File: src/rtl/ps2_mouse_tracker_if.sv
// ---------------------------------------------------------------------------
// ps2_mouse_tracker_if
// Byte-level link between the mouse tracker and the ps2rx/ps2tx engines.
//   rx_data  : byte received from the device (ps2rx)
//   rx_valid : one-cycle strobe, rx_data valid
//   tx_done  : one-cycle strobe from ps2tx, requested byte has been sent
//   tx_req   : request ps2tx to send tx_data
//   tx_data  : command byte to send
// master = tracker side, slave = byte-engine side.
// ---------------------------------------------------------------------------
interface ps2_mouse_tracker_if;
  logic [7:0] rx_data;
  logic       rx_valid;
  logic       tx_done;
  logic       tx_req;
  logic [7:0] tx_data;

  modport master (
    input  rx_data,
    input  rx_valid,
    input  tx_done,
    output tx_req,
    output tx_data
  );

  modport slave (
    output rx_data,
    output rx_valid,
    output tx_done,
    input  tx_req,
    input  tx_data
  );
endinterface

File: src/rtl/ps2_mouse_tracker.sv
// ---------------------------------------------------------------------------
// ps2_mouse_tracker
// PS/2 mouse host controller and cursor tracker. Walks the device init
// command table (optionally negotiating IntelliMouse wheel mode), then
// decodes stream packets into a screen-clamped cursor, button state and a
// wrapping wheel accumulator.
// Ports:
//   clk, rst_n  : clock, asynchronous active-low reset
//   bus         : ps2rx/ps2tx byte link (master modport)
//   cursor_x/y  : cursor position, y = 0 at top of screen
//   buttons     : {middle, right, left}
//   wheel_acc   : signed running wheel sum, wraps modulo 256
//   pkt_valid   : one-cycle strobe when a packet has been applied
//   streaming   : init finished, packets are being decoded
//   wheel_mode  : 4-byte IntelliMouse packets active
//   err_cnt     : saturating protocol error count
// ---------------------------------------------------------------------------
module ps2_mouse_tracker #(
  parameter int CW           = 10,
  parameter int SCREEN_W     = 640,
  parameter int SCREEN_H     = 480,
  parameter int X_INIT       = 100,
  parameter int Y_INIT       = 100,
  parameter int WHEEL_EN     = 1,
  parameter int RESP_TIMEOUT = 2_500_000,
  parameter int BYTE_TIMEOUT = 250_000
) (
  input  logic                   clk,
  input  logic                   rst_n,
  ps2_mouse_tracker_if.master    bus,
  output logic [CW-1:0]          cursor_x,
  output logic [CW-1:0]          cursor_y,
  output logic [2:0]             buttons,
  output logic [7:0]             wheel_acc,
  output logic                   pkt_valid,
  output logic                   streaming,
  output logic                   wheel_mode,
  output logic [7:0]             err_cnt
);

  localparam int TMAX = (RESP_TIMEOUT > BYTE_TIMEOUT) ? RESP_TIMEOUT : BYTE_TIMEOUT;
  localparam int TW   = $clog2(TMAX + 1);
  localparam logic [TW-1:0] RESP_LAST = TW'(RESP_TIMEOUT - 1);
  localparam logic [TW-1:0] BYTE_LAST = TW'(BYTE_TIMEOUT - 1);
  localparam logic signed [CW+1:0] X_MAX = (CW+2)'(SCREEN_W - 1);
  localparam logic signed [CW+1:0] Y_MAX = (CW+2)'(SCREEN_H - 1);

  localparam logic [1:0] K_SEND    = 2'd0;
  localparam logic [1:0] K_EXPECT  = 2'd1;
  localparam logic [1:0] K_READ_ID = 2'd2;
  localparam logic [1:0] K_DONE    = 2'd3;

  typedef enum logic [2:0] {
    S_INIT_TX, S_INIT_WAIT_TX, S_INIT_RX, S_B0, S_B1, S_B2, S_B3, S_APPLY
  } state_t;

  state_t          state;
  logic [4:0]      idx;
  logic [TW-1:0]   timer;
  logic [6:0]      hdr;      // {yovf, xovf, ysign, xsign, btn[2:0]}; sync bit 3 not kept
  logic [7:0]      b1_q;
  logic [7:0]      b2_q;
  logic [3:0]      wnib;

  logic [9:0]      step;
  logic [1:0]      step_kind;
  logic [7:0]      step_byte;
  logic signed [CW+1:0] dx, dy, sum_x, sum_y;
  logic [CW-1:0]   new_x, new_y;
  logic            init_err, sync_err;

  // Init command table: {kind, byte}. Indices past the end read as DONE.
  function automatic logic [9:0] step_of(input logic [4:0] i);
    logic [9:0] s;
    s = {K_DONE, 8'h00};
    if (WHEEL_EN != 0) begin
      case (i)
        5'd0:  s = {K_SEND,    8'hFF};
        5'd1:  s = {K_EXPECT,  8'hFA};
        5'd2:  s = {K_EXPECT,  8'hAA};
        5'd3:  s = {K_EXPECT,  8'h00};
        5'd4:  s = {K_SEND,    8'hF3};
        5'd5:  s = {K_EXPECT,  8'hFA};
        5'd6:  s = {K_SEND,    8'hC8};
        5'd7:  s = {K_EXPECT,  8'hFA};
        5'd8:  s = {K_SEND,    8'hF3};
        5'd9:  s = {K_EXPECT,  8'hFA};
        5'd10: s = {K_SEND,    8'h64};
        5'd11: s = {K_EXPECT,  8'hFA};
        5'd12: s = {K_SEND,    8'hF3};
        5'd13: s = {K_EXPECT,  8'hFA};
        5'd14: s = {K_SEND,    8'h50};
        5'd15: s = {K_EXPECT,  8'hFA};
        5'd16: s = {K_SEND,    8'hF2};
        5'd17: s = {K_EXPECT,  8'hFA};
        5'd18: s = {K_READ_ID, 8'h00};
        5'd19: s = {K_SEND,    8'hF4};
        5'd20: s = {K_EXPECT,  8'hFA};
        default: s = {K_DONE,  8'h00};
      endcase
    end else begin
      case (i)
        5'd0:  s = {K_SEND,    8'hFF};
        5'd1:  s = {K_EXPECT,  8'hFA};
        5'd2:  s = {K_EXPECT,  8'hAA};
        5'd3:  s = {K_EXPECT,  8'h00};
        5'd4:  s = {K_SEND,    8'hF4};
        5'd5:  s = {K_EXPECT,  8'hFA};
        default: s = {K_DONE,  8'h00};
      endcase
    end
    return s;
  endfunction

  // Movement is computed two bits wider than the cursor so both underflow
  // below 0 and overshoot past the screen edge are visible before clamping.
  always_comb begin
    step      = step_of(idx);
    step_kind = step[9:8];
    step_byte = step[7:0];

    dx    = hdr[5] ? '0 : {{(CW-7){hdr[3]}}, hdr[3], b1_q};
    dy    = hdr[6] ? '0 : {{(CW-7){hdr[4]}}, hdr[4], b2_q};
    sum_x = $signed({2'b00, cursor_x}) + dx;
    sum_y = $signed({2'b00, cursor_y}) - dy;

    if (sum_x[CW+1])       new_x = '0;
    else if (sum_x > X_MAX) new_x = X_MAX[CW-1:0];
    else                    new_x = sum_x[CW-1:0];

    if (sum_y[CW+1])       new_y = '0;
    else if (sum_y > Y_MAX) new_y = Y_MAX[CW-1:0];
    else                    new_y = sum_y[CW-1:0];

    init_err = (state == S_INIT_RX) &&
               (bus.rx_valid ? (step_kind == K_EXPECT && bus.rx_data != step_byte)
                             : (timer == RESP_LAST));
    sync_err = (state == S_B0 || state == S_APPLY) && bus.rx_valid && !bus.rx_data[3];
  end

  always_ff @(posedge clk or negedge rst_n) begin
    if (!rst_n) begin
      state       <= S_INIT_TX;
      idx         <= '0;
      timer       <= '0;
      hdr         <= '0;
      b1_q        <= '0;
      b2_q        <= '0;
      wnib        <= '0;
      cursor_x    <= CW'(X_INIT);
      cursor_y    <= CW'(Y_INIT);
      buttons     <= '0;
      wheel_acc   <= '0;
      pkt_valid   <= 1'b0;
      streaming   <= 1'b0;
      wheel_mode  <= 1'b0;
      err_cnt     <= '0;
      bus.tx_req  <= 1'b0;
      bus.tx_data <= '0;
    end else begin
      pkt_valid <= 1'b0;

      if ((init_err || sync_err) && err_cnt != 8'hFF)
        err_cnt <= err_cnt + 8'd1;

      case (state)
        S_INIT_TX: begin
          timer <= '0;
          case (step_kind)
            K_SEND: begin
              bus.tx_req  <= 1'b1;
              bus.tx_data <= step_byte;
              state       <= S_INIT_WAIT_TX;
            end
            K_EXPECT, K_READ_ID: state <= S_INIT_RX;
            default: begin
              streaming <= 1'b1;
              state     <= S_B0;
            end
          endcase
        end

        // Bytes arriving while a command is in flight are deliberately ignored.
        S_INIT_WAIT_TX: begin
          if (bus.tx_done) begin
            bus.tx_req <= 1'b0;
            idx        <= idx + 5'd1;
            state      <= S_INIT_TX;
          end
        end

        // Any failure restarts the whole table; cursor state is kept.
        S_INIT_RX: begin
          if (init_err) begin
            idx        <= '0;
            streaming  <= 1'b0;
            wheel_mode <= 1'b0;
            state      <= S_INIT_TX;
          end else if (bus.rx_valid) begin
            if (step_kind == K_READ_ID)
              wheel_mode <= (bus.rx_data == 8'h03);
            idx   <= idx + 5'd1;
            state <= S_INIT_TX;
          end else begin
            timer <= timer + 1'b1;
          end
        end

        // APPLY also behaves as B0 so a header arriving in that cycle is kept.
        S_B0, S_APPLY: begin
          if (state == S_APPLY) begin
            buttons   <= hdr[2:0];
            cursor_x  <= new_x;
            cursor_y  <= new_y;
            pkt_valid <= 1'b1;
            if (wheel_mode)
              wheel_acc <= wheel_acc + {{4{wnib[3]}}, wnib};
          end
          timer <= '0;
          if (bus.rx_valid && bus.rx_data[3]) begin
            hdr   <= {bus.rx_data[7:4], bus.rx_data[2:0]};
            state <= S_B1;
          end else begin
            state <= S_B0;
          end
        end

        S_B1, S_B2, S_B3: begin
          if (bus.rx_valid) begin
            timer <= '0;
            case (state)
              S_B1: begin
                b1_q  <= bus.rx_data;
                state <= S_B2;
              end
              S_B2: begin
                b2_q  <= bus.rx_data;
                state <= wheel_mode ? S_B3 : S_APPLY;
              end
              default: begin
                wnib  <= bus.rx_data[3:0];
                state <= S_APPLY;
              end
            endcase
          end else if (timer == BYTE_LAST) begin
            state <= S_B0;
          end else begin
            timer <= timer + 1'b1;
          end
        end

        default: state <= S_INIT_TX;
      endcase
    end
  end

endmodule

File: src/flat_wrapper.sv
// flat-port wrapper written by rule: the top's interface ports become plain ports
module ps2_mouse_tracker_flat 
#(
  parameter int CW           = 10,
  parameter int SCREEN_W     = 640,
  parameter int SCREEN_H     = 480,
  parameter int X_INIT       = 100,
  parameter int Y_INIT       = 100,
  parameter int WHEEL_EN     = 1,
  parameter int RESP_TIMEOUT = 2_500_000,
  parameter int BYTE_TIMEOUT = 250_000
)
  (clk, rst_n, cursor_x, cursor_y, buttons, wheel_acc, pkt_valid, streaming, wheel_mode, err_cnt, bus_rx_data, bus_rx_valid, bus_tx_done, bus_tx_req, bus_tx_data);
  ps2_mouse_tracker_if bus_i ();
  input  logic clk;
  input  logic rst_n;
  output logic [CW-1:0] cursor_x;
  output logic [CW-1:0] cursor_y;
  output logic [2:0] buttons;
  output logic [7:0] wheel_acc;
  output logic pkt_valid;
  output logic streaming;
  output logic wheel_mode;
  output logic [7:0] err_cnt;
  input wire logic [$bits(bus_i.rx_data)-1:0] bus_rx_data;
  input wire logic [$bits(bus_i.rx_valid)-1:0] bus_rx_valid;
  input wire logic [$bits(bus_i.tx_done)-1:0] bus_tx_done;
  output wire logic [$bits(bus_i.tx_req)-1:0] bus_tx_req;
  output wire logic [$bits(bus_i.tx_data)-1:0] bus_tx_data;
  assign bus_i.rx_data = bus_rx_data;
  assign bus_i.rx_valid = bus_rx_valid;
  assign bus_i.tx_done = bus_tx_done;
  assign bus_tx_req = bus_i.tx_req;
  assign bus_tx_data = bus_i.tx_data;
  ps2_mouse_tracker #(.CW(CW), .SCREEN_W(SCREEN_W), .SCREEN_H(SCREEN_H), .X_INIT(X_INIT), .Y_INIT(Y_INIT), .WHEEL_EN(WHEEL_EN), .RESP_TIMEOUT(RESP_TIMEOUT), .BYTE_TIMEOUT(BYTE_TIMEOUT)) u_core (.clk(clk), .rst_n(rst_n), .bus(bus_i), .cursor_x(cursor_x), .cursor_y(cursor_y), .buttons(buttons), .wheel_acc(wheel_acc), .pkt_valid(pkt_valid), .streaming(streaming), .wheel_mode(wheel_mode), .err_cnt(err_cnt));
endmodule
File: config.mk
export PLATFORM = sky130hd
export DESIGN_NAME = ps2_mouse_tracker_flat
export DESIGN_NICKNAME = d
export VERILOG_FILES = /design/src/rtl/ps2_mouse_tracker_if.sv /design/src/rtl/ps2_mouse_tracker.sv /design/src/flat_wrapper.sv
export SDC_FILE = /design/constraint.sdc
export NUM_CORES = 1
export LEC_CHECK = 0
export CORE_MARGIN = 8
export CORE_UTILIZATION = 60
export CTS_BUF_LIST = sky130_fd_sc_hd__clkbuf_2 sky130_fd_sc_hd__clkbuf_4 sky130_fd_sc_hd__clkbuf_8
export CTS_CLUSTER_SIZE = 30
export DETAILED_ROUTE_END_ITERATION = 12
export PLACE_DENSITY_LB_ADDON = 0.12
export SLEW_MARGIN = 5
export SYNTH_ARGS = -nofsm -noshare
export SYNTH_HDL_FRONTEND = slang
export SYNTH_SLANG_ARGS = --single-unit
File: constraint.sdc
create_clock -name clk -period 3.6 [get_ports clk]
set_input_delay 1.08 -clock clk [delete_from_list [all_inputs] [get_ports clk]]
set_output_delay 1.08 -clock clk [all_outputs]
set_load 0.005 [all_outputs]
==> impl_metrics.json, run 1 <==
{
  "outcome": "finished, final reports clean",
  "crit_chain": "nand2b_1, inv_1, ha_1, a211oi_1, o21ai_0, a211oi_1, o31ai_1, a21oi_1, xor2_1, a211oi_1, buf_4, a211oi_1",
  "setup_viol": 0,
  "final_cell_mix": "dfrtp_1, nand2_1, nor2_1, clkdlybuf4s50_1, ha_1",
  "diodes": 0,
  "postSynthCellCount": 716,
  "grt_max_degree": 69,
  "wl_met2_um": 7580,
  "port_buffers": 62,
  "timing.hold.ws_ns": 0.471,
  "fin_nets": 846,
  "avgSynthCellArea_um2": 9.52,
  "start_util": 0.605,
  "p_clk_frac": 0.107,
  "synth_cell_types": 71,
  "grtUsageTotal": 0.217,
  "chipWidth_um": 123,
  "tightest_slew_ns": 0.678,
  "max_slew_margin": 0.548,
  "crit_path_end_kind": "register",
  "crit_top_cell": "a211oi_1",
  "met3WireLength_um": 728,
  "slew_viol_final": 0,
  "vias": 5538,
  "power.total_mw": 6.55,
  "async_flop_share": 1.00,
  "hp-class": "register to register",
  "cp.required_ns": 3.88,
  "num_rows": 39,
  "antenna_found_initial": 0,
  "grt_pass1_wl_um": 26200,
  "fin_worst_skew_ns": 0.0113,
  "vias_per_cell": 5.92,
  "critPathTopFamily": "compound AO/OA/AOI/OAI gates",
  "synth_edf_count": 0,
  "layout_commonest_cell": "dfrtp_1",
  "tritoncts": "done",
  "cts_buffer_depth": 2,
  "top_layer_used": "met4",
  "grt_pass1_vias": 5494,
  "seqPwrFrac": 0.313,
  "cp_max_fo": 10,
  "synth-seq-area-share": 0.398,
  "maxCapViolCount": 0,
  "yosys_warnings": 0,
  "rsz0062_at_grt": "false",
  "path_clk_slew_ns": 0.11,
  "areaGrowthSynthToFinish_pct": 15.4,
  "syn-num-nets": 775,
  "synth_seq_cells": 108,
  "post-route-period-util": 0.907,
  "pre_cts_ws_ns": 0.103,
  "ant_nets": 0,
  "timing.critical_path.slowest_cell_delay_ns": 0.53,
  "cts_buffers": 9,
  "gp_congestion": 0.875,
  "power_density_nw_per_um2": 832,
  "sw_frac_of_total": 0.432,
  "dr.pass1.iters": 4,
  "pwr-share-comb": 0.580,
  "io_pins": 63,
  "power_leakage_nw": 3.49,
  "cts-root-buf": "clkbuf_8",
  "htree_num_levels": 3,
  "p_int_mw": 3.72,
  "die_h_um": 123,
  "cp.arrival_ns": 3.54,
  "utilization": 0.698,
  "fmax_mhz": 306,
  "route.detailed.drc": 0,
  "timing.final.ws_setup_ns": 0.336,
  "m1WireLength_um": 7130,
  "path_class": "register to register",
  "critPathSlowestCell": "dfrtp_1",
  "cts_num_sinks": 108,
  "globalRouteOverflowTotal": 0,
  "drive_gt1_frac": 0.121,
  "wl_per_cell_um": 16.9,
  "clkLatencyLatePin_ns": 0.38,
  "ir_drop_mv": 0.455,
  "core_um2": 11300,
  "cts_hold_buffers": 0,
  "finalSetupTns_ns": 0,
  "finalCriticalPeriod_ns": 3.26,
  "dieArea_um2": 15000,
  "synth_area_um2": 6820,
  "hpwl_um": 11800,
  "netSwitchingPower_mw": 2.83,
  "initialDrtViolationCount": 357,
  "crit_buf_inv": 2,
  "cp-start-kind": "register",
  "hold_viol": 0,
  "wl_um": 15800,
  "synth_flop_cell": "dfrtp_1"
}
path summary, 6_finish.rpt:
kind,start,endpoint,slack [ns],depth (start not counted)
max,u_core.hdr[5],u_core.cursor_x[4],0.34,12
min,u_core.wheel_acc[7],u_core.wheel_acc[7],0.47,1
max reg2reg,u_core.hdr[5],u_core.cursor_x[4],0.34,12
min reg2reg,u_core.wheel_acc[7],u_core.wheel_acc[7],0.47,1
max in group asynchronous,rst_n,u_core.cursor_x[2],2.14,2
min in group asynchronous,rst_n,u_core.cursor_y[3],0.67,1
worst register-to-register path, cell delays in order, from the launching register on:
cell and delay [ns]:
dfrtp_1 0.53, nand2b_1 0.22, inv_1 0.06, ha_1 0.28
a211oi_1 0.28, o21ai_0 0.17, a211oi_1 0.32, o31ai_1 0.18
a21oi_1 0.22, xor2_1 0.33, a211oi_1 0.15, buf_4 0.19
a211oi_1 0.25
cell usage after synthesis, drive strengths merged, types with 5 or more instances:
cell type | number | area [um2]
a21o | 9 | 67.6
a21oi | 28 | 140
nand2 | 64 | 240
dfstp | 6 | 158
o21ai | 40 | 200
dfrtp | 102 | 2550
nand3 | 20 | 100
xor2 | 31 | 272
clkbuf | 16 | 60.1
mux2i | 7 | 70.1
and2 | 7 | 43.8
and3 | 12 | 75.1
or2 | 5 | 33.8
buf | 9 | 57.6
o21a | 7 | 52.6
mux2 | 36 | 405
or3 | 8 | 50.1
nor3 | 19 | 95.1
o22ai | 10 | 62.6
nand4 | 8 | 50.1
xnor2 | 16 | 140
nand2b | 14 | 87.6
nor2b | 25 | 156
inv | 32 | 120
nor3b | 6 | 61.3
ha | 44 | 551
nor2 | 61 | 229
a211oi | 13 | 103
power groups by stage:
stage | Sequential, mW | Combinational, mW | Clock (mW)
finish | 2.05 | 3.80 | 0.700
floorplan | 1.90 | 2.80 | 0
CTS | 2.04 | 3.77 | 0.721
global route | 2.12 | 4.24 | 0.763
detailed placement | 2.07 | 3.75 | 0
global placement | 2.05 | 3.63 | 0
logic make-up after synthesis:
family	synth area share
adders and majority gates	0.0896
muxes	0.0698
DFF	0.398
AOI/OAI and AO/OA	0.149
and+or+nand+nor	0.199
buffers and inverters	0.0349
xor gates and xnor gates	0.0604
state kept, by name, indices dropped and copies added, names as in the netlist, 4 cells and up:
signal              flops
u_core.b2_q             8
u_core.idx              5
u_core.cursor_x        10
u_core.bus.tx_data      8
u_core.cursor_y        10
u_core.timer           22
u_core.wnib             4
u_core.err_cnt          8
u_core.hdr              7
u_core.wheel_acc        8
u_core.b1_q             8
metrics by stage:
stage / cell area, um2 / instances
after floorplan: 6820 / 716
after global placement: 7660 / 917
after detailed placement: 7660 / 917
after CTS: 7850 / 933
after global routing: 7870 / 935
final: 7870 / 935
metal layers:
| metal | up-vias | global-route usage |
|---|---|---|
| met2 | 126 | 0.364 |
| li1 | 2698 | - |
| met5 | - | 0 |
| met4 | 0 | 0.0876 |
| met1 | 2684 | 0.274 |
| met3 | 30 | 0.0363 |
final cells by class:
class / instances / area [um2]
clock buffer: 9 / 124
sequential: 108 / 2710
inverter: 32 / 120
timing repair buffer: 85 / 803
tap: 143 / 179
clock inverter: 7 / 60.1
fill: 922 / 3410
multi-input combinational: 551 / 3870
what timing repair did:
action                     CTS  global route
setup endpoints to repair    0             8
gates resized for setup      0             1
buffers inserted             0             2
Note: power is estimated with default switching activity, not from simulation.
==> inputs of run 2 (changes only) <==
--- a/config.mk
+++ b/config.mk
@@ -5,8 +5,9 @@
 export SDC_FILE = /design/constraint.sdc
 export NUM_CORES = 1
 export LEC_CHECK = 0
+export ABC_AREA = 1
 export CORE_MARGIN = 8
-export CORE_UTILIZATION = 60
+export CORE_UTILIZATION = 61
 export CTS_BUF_LIST = sky130_fd_sc_hd__clkbuf_2 sky130_fd_sc_hd__clkbuf_4 sky130_fd_sc_hd__clkbuf_8
 export CTS_CLUSTER_SIZE = 30
 export DETAILED_ROUTE_END_ITERATION = 12
==> run 2 against run 1 <==
Compared with the run above: first-iteration DRC count increased by 67%; die area is 5.3% higher; largest cell class unchanged; largest power group unchanged; worst hold slack better by 0.020 ns.
==> impl_metrics.json, run 2 <==
{
  "outcome": "finished, final reports clean",
  "ant_nets": 0,
  "hold_end": "u_core.cursor_y[6]",
  "largest_reg_flops": 22,
  "utilization": 0.701,
  "rr_endpoint": "u_core.cursor_x[1]",
  "seq_area_um2": 2710,
  "cp.arrival_ns": 2.98,
  "fin_nets": 1151,
  "setup_viol": 0,
  "synth_area_leader_cell": "dfrtp_1",
  "cts_buffers": 9,
  "cp-start-kind": "register",
  "ir_drop_mv": 0.429,
  "hold_depth": 2,
  "layout_commonest_cell": "nand2_1",
  "slew_viol_final": 0,
  "reg2regPathDepth": 15,
  "cts-root-buf": "clkbuf_8",
  "r2r-start": "u_core.hdr[5]",
  "dr.pass1.iters": 6,
  "multi_input_area_um2": 4090,
  "hpwl_um": 13500,
  "yosys_warnings": 0,
  "r2r_slack_ns": 0.91,
  "hp-start": "u_core.cursor_y[6]",
  "post-route-period-util": 0.746,
  "grt_pass1_wl_um": 30400,
  "globalRouteOverflowTotal": 0,
  "met3WireLength_um": 740,
  "syn-num-nets": 1090,
  "synth_area_um2": 7350,
  "rsz0062_at_grt": "false",
  "synth-seq-area-share": 0.369,
  "grtUsageTotal": 0.232,
  "synth_edf_count": 0,
  "path_class": "register to register",
  "cts_buffer_depth": 2,
  "power_leakage_nw": 4.08,
  "dp.cells": 1228,
  "reg_top3": "u_core.timer (22), u_core.cursor_x (10), u_core.cursor_y (10)",
  "tritoncts": "done",
  "grt_max_degree": 73,
  "finalSetupTns_ns": 0,
  "fmax_mhz": 372,
  "areaGrowthSynthToFinish_pct": 13.6,
  "max_slew_margin": 0.405,
  "avgSynthCellArea_um2": 7.13,
  "dieArea_um2": 15800,
  "synth.top_cells.by_count": "nand2_1, inv_1, dfrtp_1, nand3_1, nor2_1",
  "maxCapViolCount": 0,
  "clkLatencyLatePin_ns": 0.39,
  "die_h_um": 126,
  "fin_worst_skew_ns": 0.00707,
  "tightest_slew_ns": 0.889,
  "largest_register": "u_core.timer",
  "vias": 6894,
  "timing.final.ws_setup_ns": 0.914,
  "gp_congestion": 0.970,
  "cts_num_sinks": 108,
  "ctsResizeCount": 0,
  "postSynthCellCount": 1031,
  "yosysMostFrequentCell": "nand2_1",
  "grt_pass1_vias": 6375,
  "finalCriticalPeriod_ns": 2.69,
  "wl_per_cell_um": 14.4,
  "wl_um": 17900,
  "vias_per_cell": 5.54,
  "path_clk_slew_ns": 0.10,
  "io_pins": 63,
  "async_flop_share": 1.00,
  "synth_seq_cells": 108,
  "m1WireLength_um": 8280,
  "antenna_found_initial": 0,
  "hp-class": "register to register",
  "diodes": 0,
  "wl_met2_um": 8550,
  "crit_path_end_kind": "register",
  "cts_hold_buffers": 0,
  "synth_flop_cell": "dfrtp_1",
  "chipWidth_um": 126,
  "final_cell_mix": "nand2_1, inv_1, dfrtp_1",
  "power_density_nw_per_um2": 801,
  "cp_max_fo": 9,
  "fill_cells": 1020,
  "num_rows": 40,
  "initialDrtViolationCount": 595,
  "route.detailed.drc": 0,
  "hold_viol": 0,
  "synth_cell_types": 41,
  "htree_num_levels": 3,
  "yosys.area.top_type_share": 0.347,
  "stdcell_count": 1244,
  "drive_gt1_frac": 0.0510,
  "cts_setup_buffers": 0,
  "cp.required_ns": 3.89,
  "yosys-top-cells-area": "dfrtp_1, nand2_1, ha_1",
  "core_um2": 11900,
  "port_buffers": 62,
  "timing.hold.ws_ns": 0.491,
  "top_layer_used": "met4",
  "start_util": 0.617,
  "pre_cts_ws_ns": 0.714
}
[run 2: cell count changes after synthesis, moves of 23 or more]
cell,delta
nand2_1,+244
nand3_1,+79
mux2_2,-31
nor2_1,+24
o21ai_0,+43
nor2b_1,-23
inv_1,+88
[run 2: worst max-delay path: stages (launching register included)]
cell	delay (ns)
dfrtp_1	0.49
nor2_1	0.15
ha_1	0.19
inv_1	0.07
fa_1	0.40
inv_1	0.11
nand3_1	0.07
nand2_1	0.11
nand2_1	0.06
o211ai_1	0.10
xnor2_1	0.16
nand2_1	0.07
nand3_1	0.31
nand3_1	0.17
nand2_1	0.09
nand2_1	0.05
[run 2: how the worst max path moves through the flow]
stage | startpoint | end | cells after the start
after global placement | bus_rx_valid | u_core.state[0] | 9
after global routing | u_core.hdr[5] | u_core.cursor_x[1] | 15
after floorplan | u_core.hdr[5] | u_core.cursor_x[0] | 16
after detailed placement | bus_rx_valid | u_core.timer[11] | 7
final | u_core.hdr[5] | u_core.cursor_x[1] | 15
after CTS | u_core.hdr[5] | u_core.cursor_x[1] | 15
[run 2: final cells by class]
| class | instances | area share |
|---|---|---|
| Multi-Input combinational cell | 779 | 0.490 |
| Sequential cell | 108 | 0.325 |
| Timing Repair Buffer | 68 | 0.0809 |
| Inverter | 126 | 0.0567 |
| Tap cell | 147 | 0.0220 |
| Clock buffer | 13 | 0.0207 |
| Clock inverter | 3 | 0.00525 |
[run 2: kinds of logic (layout without fill, tap and decap cells)]
family | after synthesis | after routing | share of synthesized area
AOI/OAI and AO/OA | 126 | 126 | 0.0917
xor gates and xnor gates | 35 | 35 | 0.0417
adders and majority gates | 47 | 47 | 0.0831
buffers and inverters | 144 | 210 | 0.0754
DFF | 108 | 108 | 0.369
muxes | 5 | 5 | 0.00766
and+or+nand+nor | 566 | 566 | 0.332
[run 2: metal layers]
| layer | up-vias | global-route usage |
|---|---|---|
| li1 | 3470 | - |
| met1 | 3233 | 0.304 |
| met2 | 164 | 0.381 |
| met3 | 27 | 0.0392 |
| met4 | 0 | 0.0786 |
| met5 | - | 0 |
[run 2: stage by stage]
step / total power, mW / cell area (um2)
2_1_floorplan: 4.73 / 7350
3_3_place_gp: 5.75 / 8130
3_5_place_dp: 5.85 / 8130
4_1_cts: 6.69 / 8350
5_1_grt: 7.36 / 8350
6_report: 6.69 / 8350
[run 2: power by group]
| part | total (mW) | internal, mW | switching [mW] |
|---|---|---|---|
| registers | 1.92 | 1.61 | 0.311 |
| logic | 3.95 | 1.54 | 2.40 |
| clock network | 0.813 | 0.387 | 0.426 |
| total | 6.69 | 3.55 | 3.14 |
==> RTL change 1, RTL diff (settings of run 2) <==
Re-encode `state_t` (8 states) as one-hot, 8 bits wide.
--- a/src/rtl/ps2_mouse_tracker.sv
+++ b/src/rtl/ps2_mouse_tracker.sv
@@ -51,6 +51,6 @@
   localparam logic [1:0] K_DONE    = 2'd3;
 
-  typedef enum logic [2:0] {
-    S_INIT_TX, S_INIT_WAIT_TX, S_INIT_RX, S_B0, S_B1, S_B2, S_B3, S_APPLY
+  typedef enum logic [7:0] {
+    S_INIT_TX = 8'b00000001, S_INIT_WAIT_TX = 8'b00000010, S_INIT_RX = 8'b00000100, S_B0 = 8'b00001000, S_B1 = 8'b00010000, S_B2 = 8'b00100000, S_B3 = 8'b01000000, S_APPLY = 8'b10000000
   } state_t;
 
Check against the original RTL: same outputs for any inputs over 4 cycles, from zero or initial values and one cycle with rst_n low; so few cycles prove little.
==> RTL change 1 against run 2 <==
Area after synthesis grew 3.7%; setup slack worse by 0.20 ns; sequential share of layout area is 0.074 points lower; design area up 4.9%; sequential cell count rose by 5; core utilization increased by 0.46 points; highest routed layer unchanged; routed wire length decreased by 0.33%; critical path type unchanged.
Power is not compared: it rests on default switching activity, and its combinational part moved more than twofold at a synthesized area within 25%.
==> RTL change 1: results <==
set metrics [dict create \
    fill_cells 1058 \
    status "completed" \
    arrival_ns 3.20 \
    finClkSkew_ns 0.0114 \
    yosysSeqAreaShare_pct 37.2 \
    r2r_slack_ns 0.72 \
    synth_area_leaders "dfrtp_1 (35%), nand2_1 (15%), ha_1 (7.4%), nand3_1 (5.3%), inv_1 (4.8%)" \
    numCtsBuffers 17 \
    ys_top_cells_by_count "nand2_1 (313), dfrtp_1 (106), inv_1 (98)" \
    relSlewSlack_pct 56.1 \
    gp_congestion 0.923 \
    grt_pass1_vias 6481 \
    crit_path_top_delay_cell "nor2_1" \
    cts_max_level 4 \
    endpoint "u_core.cursor_x[9]" \
    drt_iter0_drc 501 \
    min_to "u_core.wheel_acc[7]" \
    min_path_cells 1 \
    drive_gt1_share_pct 7.46 \
    yosysUniqueCellTypes 49 \
    hpwl_um 13300 \
    grt_max_degree 53 \
    syn_nets 1096 \
    clkLatencyLatePin_ns 0.45 \
    wl_um 17800 \
]
RTL change 1: cell types whose count changed after synthesis, sizes merged, moves of 4 or more:
cell,run 2,this run
inv,126,106
mux2,5,0
a31oi,1,7
dfrtp,102,106
a21o,0,4
nor4,7,12
or2,5,10
nand3,100,81
nand2,311,320
RTL change 1: layer usage:
metal  GRT usage, %  routed length [µm]
met2           38.5                8790
met4           6.64                 218
met3           4.74                 769
met5              0                   0
met1           27.9                8060
RTL change 1: through the flow:
stage          std cells  instance area (µm²)  worst slack [ns]
6_report            1284                 8760             0.719
5_1_grt             1284                 8760             0.294
4_1_cts             1284                 8760             0.719
3_5_place_dp        1252                 8380             0.701
3_3_place_gp        1252                 8380             0.727
2_1_floorplan       1036                 7630              1.10
RTL change 1: cell type report:
type / count / area share (%)
clock buffers: 18 / 2.76
clock inverters: 14 / 1.54
inverters: 109 / 4.67
multi-input cells: 792 / 48.8
flip-flops and latches: 113 / 32.4
well taps: 172 / 2.46
repair buffers: 66 / 7.40
RTL change 1: cell families after synthesis:
family | synth area share (%)
AND/OR/NAND/NOR | 33.9
AO/OA/AOI/OAI | 9.76
buffers and inverters | 6.79
flip-flops | 37.2
adder cells (fa/ha/maj) | 8.17
XOR/XNOR | 4.13
RTL change 1: power by group through the flow:
stage               clock [mW]  sequential [mW]  combinational [mW]
finish                    1.14             1.58                1.73
global route              1.20             1.61                1.97
CTS                       1.15             1.58                1.74
detailed placement           0             1.61                1.73
global placement             0             1.60                1.70
floorplan                    0             1.57                1.34
==> RTL change 2, RTL diff (settings of run 2) <==
Made on the original files. `CW` is set to 10 in 2 places; all go to 9.
--- a/src/rtl/ps2_mouse_tracker.sv
+++ b/src/rtl/ps2_mouse_tracker.sv
@@ -17,5 +17,5 @@
 // ---------------------------------------------------------------------------
 module ps2_mouse_tracker #(
-  parameter int CW           = 10,
+  parameter int CW           = 9,
   parameter int SCREEN_W     = 640,
   parameter int SCREEN_H     = 480,
--- a/src/flat_wrapper.sv
+++ b/src/flat_wrapper.sv
@@ -2,5 +2,5 @@
 module ps2_mouse_tracker_flat 
 #(
-  parameter int CW           = 10,
+  parameter int CW           = 9,
   parameter int SCREEN_W     = 640,
   parameter int SCREEN_H     = 480,
Interface: changed (resized cursor_x and cursor_y); port bits go from 63 to 61. No check against the original RTL was run, so the function may have changed too.
==> RTL change 2 against run 2 <==
Setup slack lost 0.20 ns; non-clock buffer count is the same; count of clock-buffer cells in the layout is 1 lower; area after synthesis is 3.8% lower; design area is 3.9% lower; maximum frequency down 6.8%; routed wire length fell by 6.7%; first-iteration DRC count shrank 3.9%; total power fell by 8.4%; sequential cell count is 2 lower; die area is 3.4% lower; largest power group unchanged.
==> RTL change 2: results <==
set metrics [dict create \
    status "completed" \
    gp_congestion 1.02 \
    hpwl_um 12600 \
    synth_compound_area_share_pct 10.8 \
    yosysSeqAreaShare_pct 37.6 \
    drt_iter0_drc 572 \
    yosysUniqueCellTypes 42 \
    grt_pass1_wl_um 27600 \
    avgRoutedWirePerCell_um 14.2 \
    synth_area_leaders "dfrtp_1 (35%), nand2_1 (15%), ha_1 (7.3%), inv_1 (6.2%), o21ai_0 (5.2%)" \
    grt_pass1_vias 5973 \
    clkLatencyLatePin_ns 0.39 \
    async_flop_share_pct 100 \
    cts_max_level 3 \
    r2r.worst_path.cells 10 \
    worst_slew_pin_slew_ns 0.871 \
    nets 1083 \
    firstDrtPassIters 5 \
    path_max_fanout 20 \
    crit_path_top_delay_cell "clkdlybuf4s50_1" \
    portBuffers 60 \
    utilization_pct 70.6 \
    fill_cells 982 \
    synthAdderAreaFrac_pct 8.11 \
    ys_top_cells_by_count "nand2_1 (281), inv_1 (116), dfrtp_1 (100)" \
    synth.area.mux_share_pct 0 \
    hold_class "reg2reg" \
    post_cts_resized 0 \
    max_stage_delay_ns 0.65 \
    synth_flop_cell "dfrtp_1" \
    syn_nets 1022 \
    top_regs "u_core.timer (22), u_core.cursor_x (9), u_core.cursor_y (9)" \
    min_path_cells 2 \
    cts_setup_buffers 0 \
    grt.total_usage_pct 22.5 \
    vias 6431 \
    synth-xor-area-share_pct 5.20 \
    place_area_mm2 0.00782 \
    cts_buffer_depth 2 \
    antenna_found_initial 0 \
    cts-root-buf "clkbuf_8" \
    clk_pin_slew_worst_paths_ns 0.10 \
    yosysWarnings 0 \
    finClkSkew_ns 0.00933 \
    numCtsBuffers 9 \
    drive_gt1_share_pct 5.81 \
    n_antenna_cell 0 \
    switchingPower_mw 2.81 \
    ir_worst_vdd_v 0.000548 \
    power_leakage_nw 3.94 \
    grt_max_degree 70 \
]
## RTL change 2: cell types whose count changed after synthesis, sizes merged, moves of 4 or more
cell	run 2	this run
a21oi	27	21
clkinv	0	4
inv	126	118
mux2	5	0
nand2	311	284
nand3	100	71
nor2	89	83
nor3	26	30
o21a	4	0
o21ai	84	93
xor2	25	35
## RTL change 2: final timing paths
path / from / end / slack, ns
min reg2reg: u_core.bus.tx_data[6] / u_core.bus.tx_data[6] / 0.48
min: u_core.bus.tx_data[6] / u_core.bus.tx_data[6] / 0.48
min in group asynchronous: rst_n / u_core.cursor_x[0] / 0.80
max in group asynchronous: rst_n / u_core.bus.tx_data[6] / 2.12
max reg2reg: u_core.idx[0] / u_core.bus.tx_req / 0.89
max: bus_rx_valid / u_core.timer[4] / 0.72
## RTL change 2: final cells by class
type	instances	area share, %
clock buffer	12	1.90
clock inverter	4	0.655
inverter	122	5.71
multi-input combinational	720	48.0
sequential	106	33.1
tap	143	2.23
timing repair buffer	68	8.36
## RTL change 2: through the flow
| step | power [mW] | setup slack [ns] | hold slack (ns) | std cells |
|---|---|---|---|---|
| after floorplan | 4.39 | 1.34 | 0.453 | 966 |
| after global placement | 5.26 | 0.391 | 0.464 | 1159 |
| after detailed placement | 5.35 | 0.308 | 0.467 | 1159 |
| after CTS | 6.14 | 0.770 | 0.487 | 1175 |
| after global routing | 6.73 | 0.565 | 0.510 | 1175 |
| final | 6.13 | 0.718 | 0.484 | 1175 |
## RTL change 2: critical path: cells and delay by family
kind | cells | cell delay, ns
buffers and inverters | 3 | 1.12
AND/OR/NAND/NOR | 2 | 0.68
AO/OA/AOI/OAI | 3 | 0.33
## RTL change 2: power by group through the flow
| stage | Clock [mW] | Sequential (mW) | Combinational, mW |
|---|---|---|---|
| 3_3_place_gp | 0 | 1.90 | 3.36 |
| 5_1_grt | 0.833 | 1.95 | 3.94 |
| 2_1_floorplan | 0 | 1.84 | 2.55 |
| 6_report | 0.778 | 1.89 | 3.45 |
| 4_1_cts | 0.791 | 1.89 | 3.46 |
| 3_5_place_dp | 0 | 1.91 | 3.44 |
## RTL change 2: metal layers
metal	global-route usage (%)	wire length (µm)	vias up
li1	-	-	3260
met2	36.4	7770	178
met5	0	0	-
met3	2.81	779	37
met4	10.8	467	0
met1	29.5	7680	2956
## RTL change 2: cell families (layout without fill, tap and decap cells)
logic type,after synthesis,in the layout
AO/OA/AOI/OAI,133,133
AND/OR/NAND/NOR,501,501
buffers and inverters,140,206
XOR/XNOR,42,42
adder cells (fa/ha/maj),44,44
flip-flops,106,106
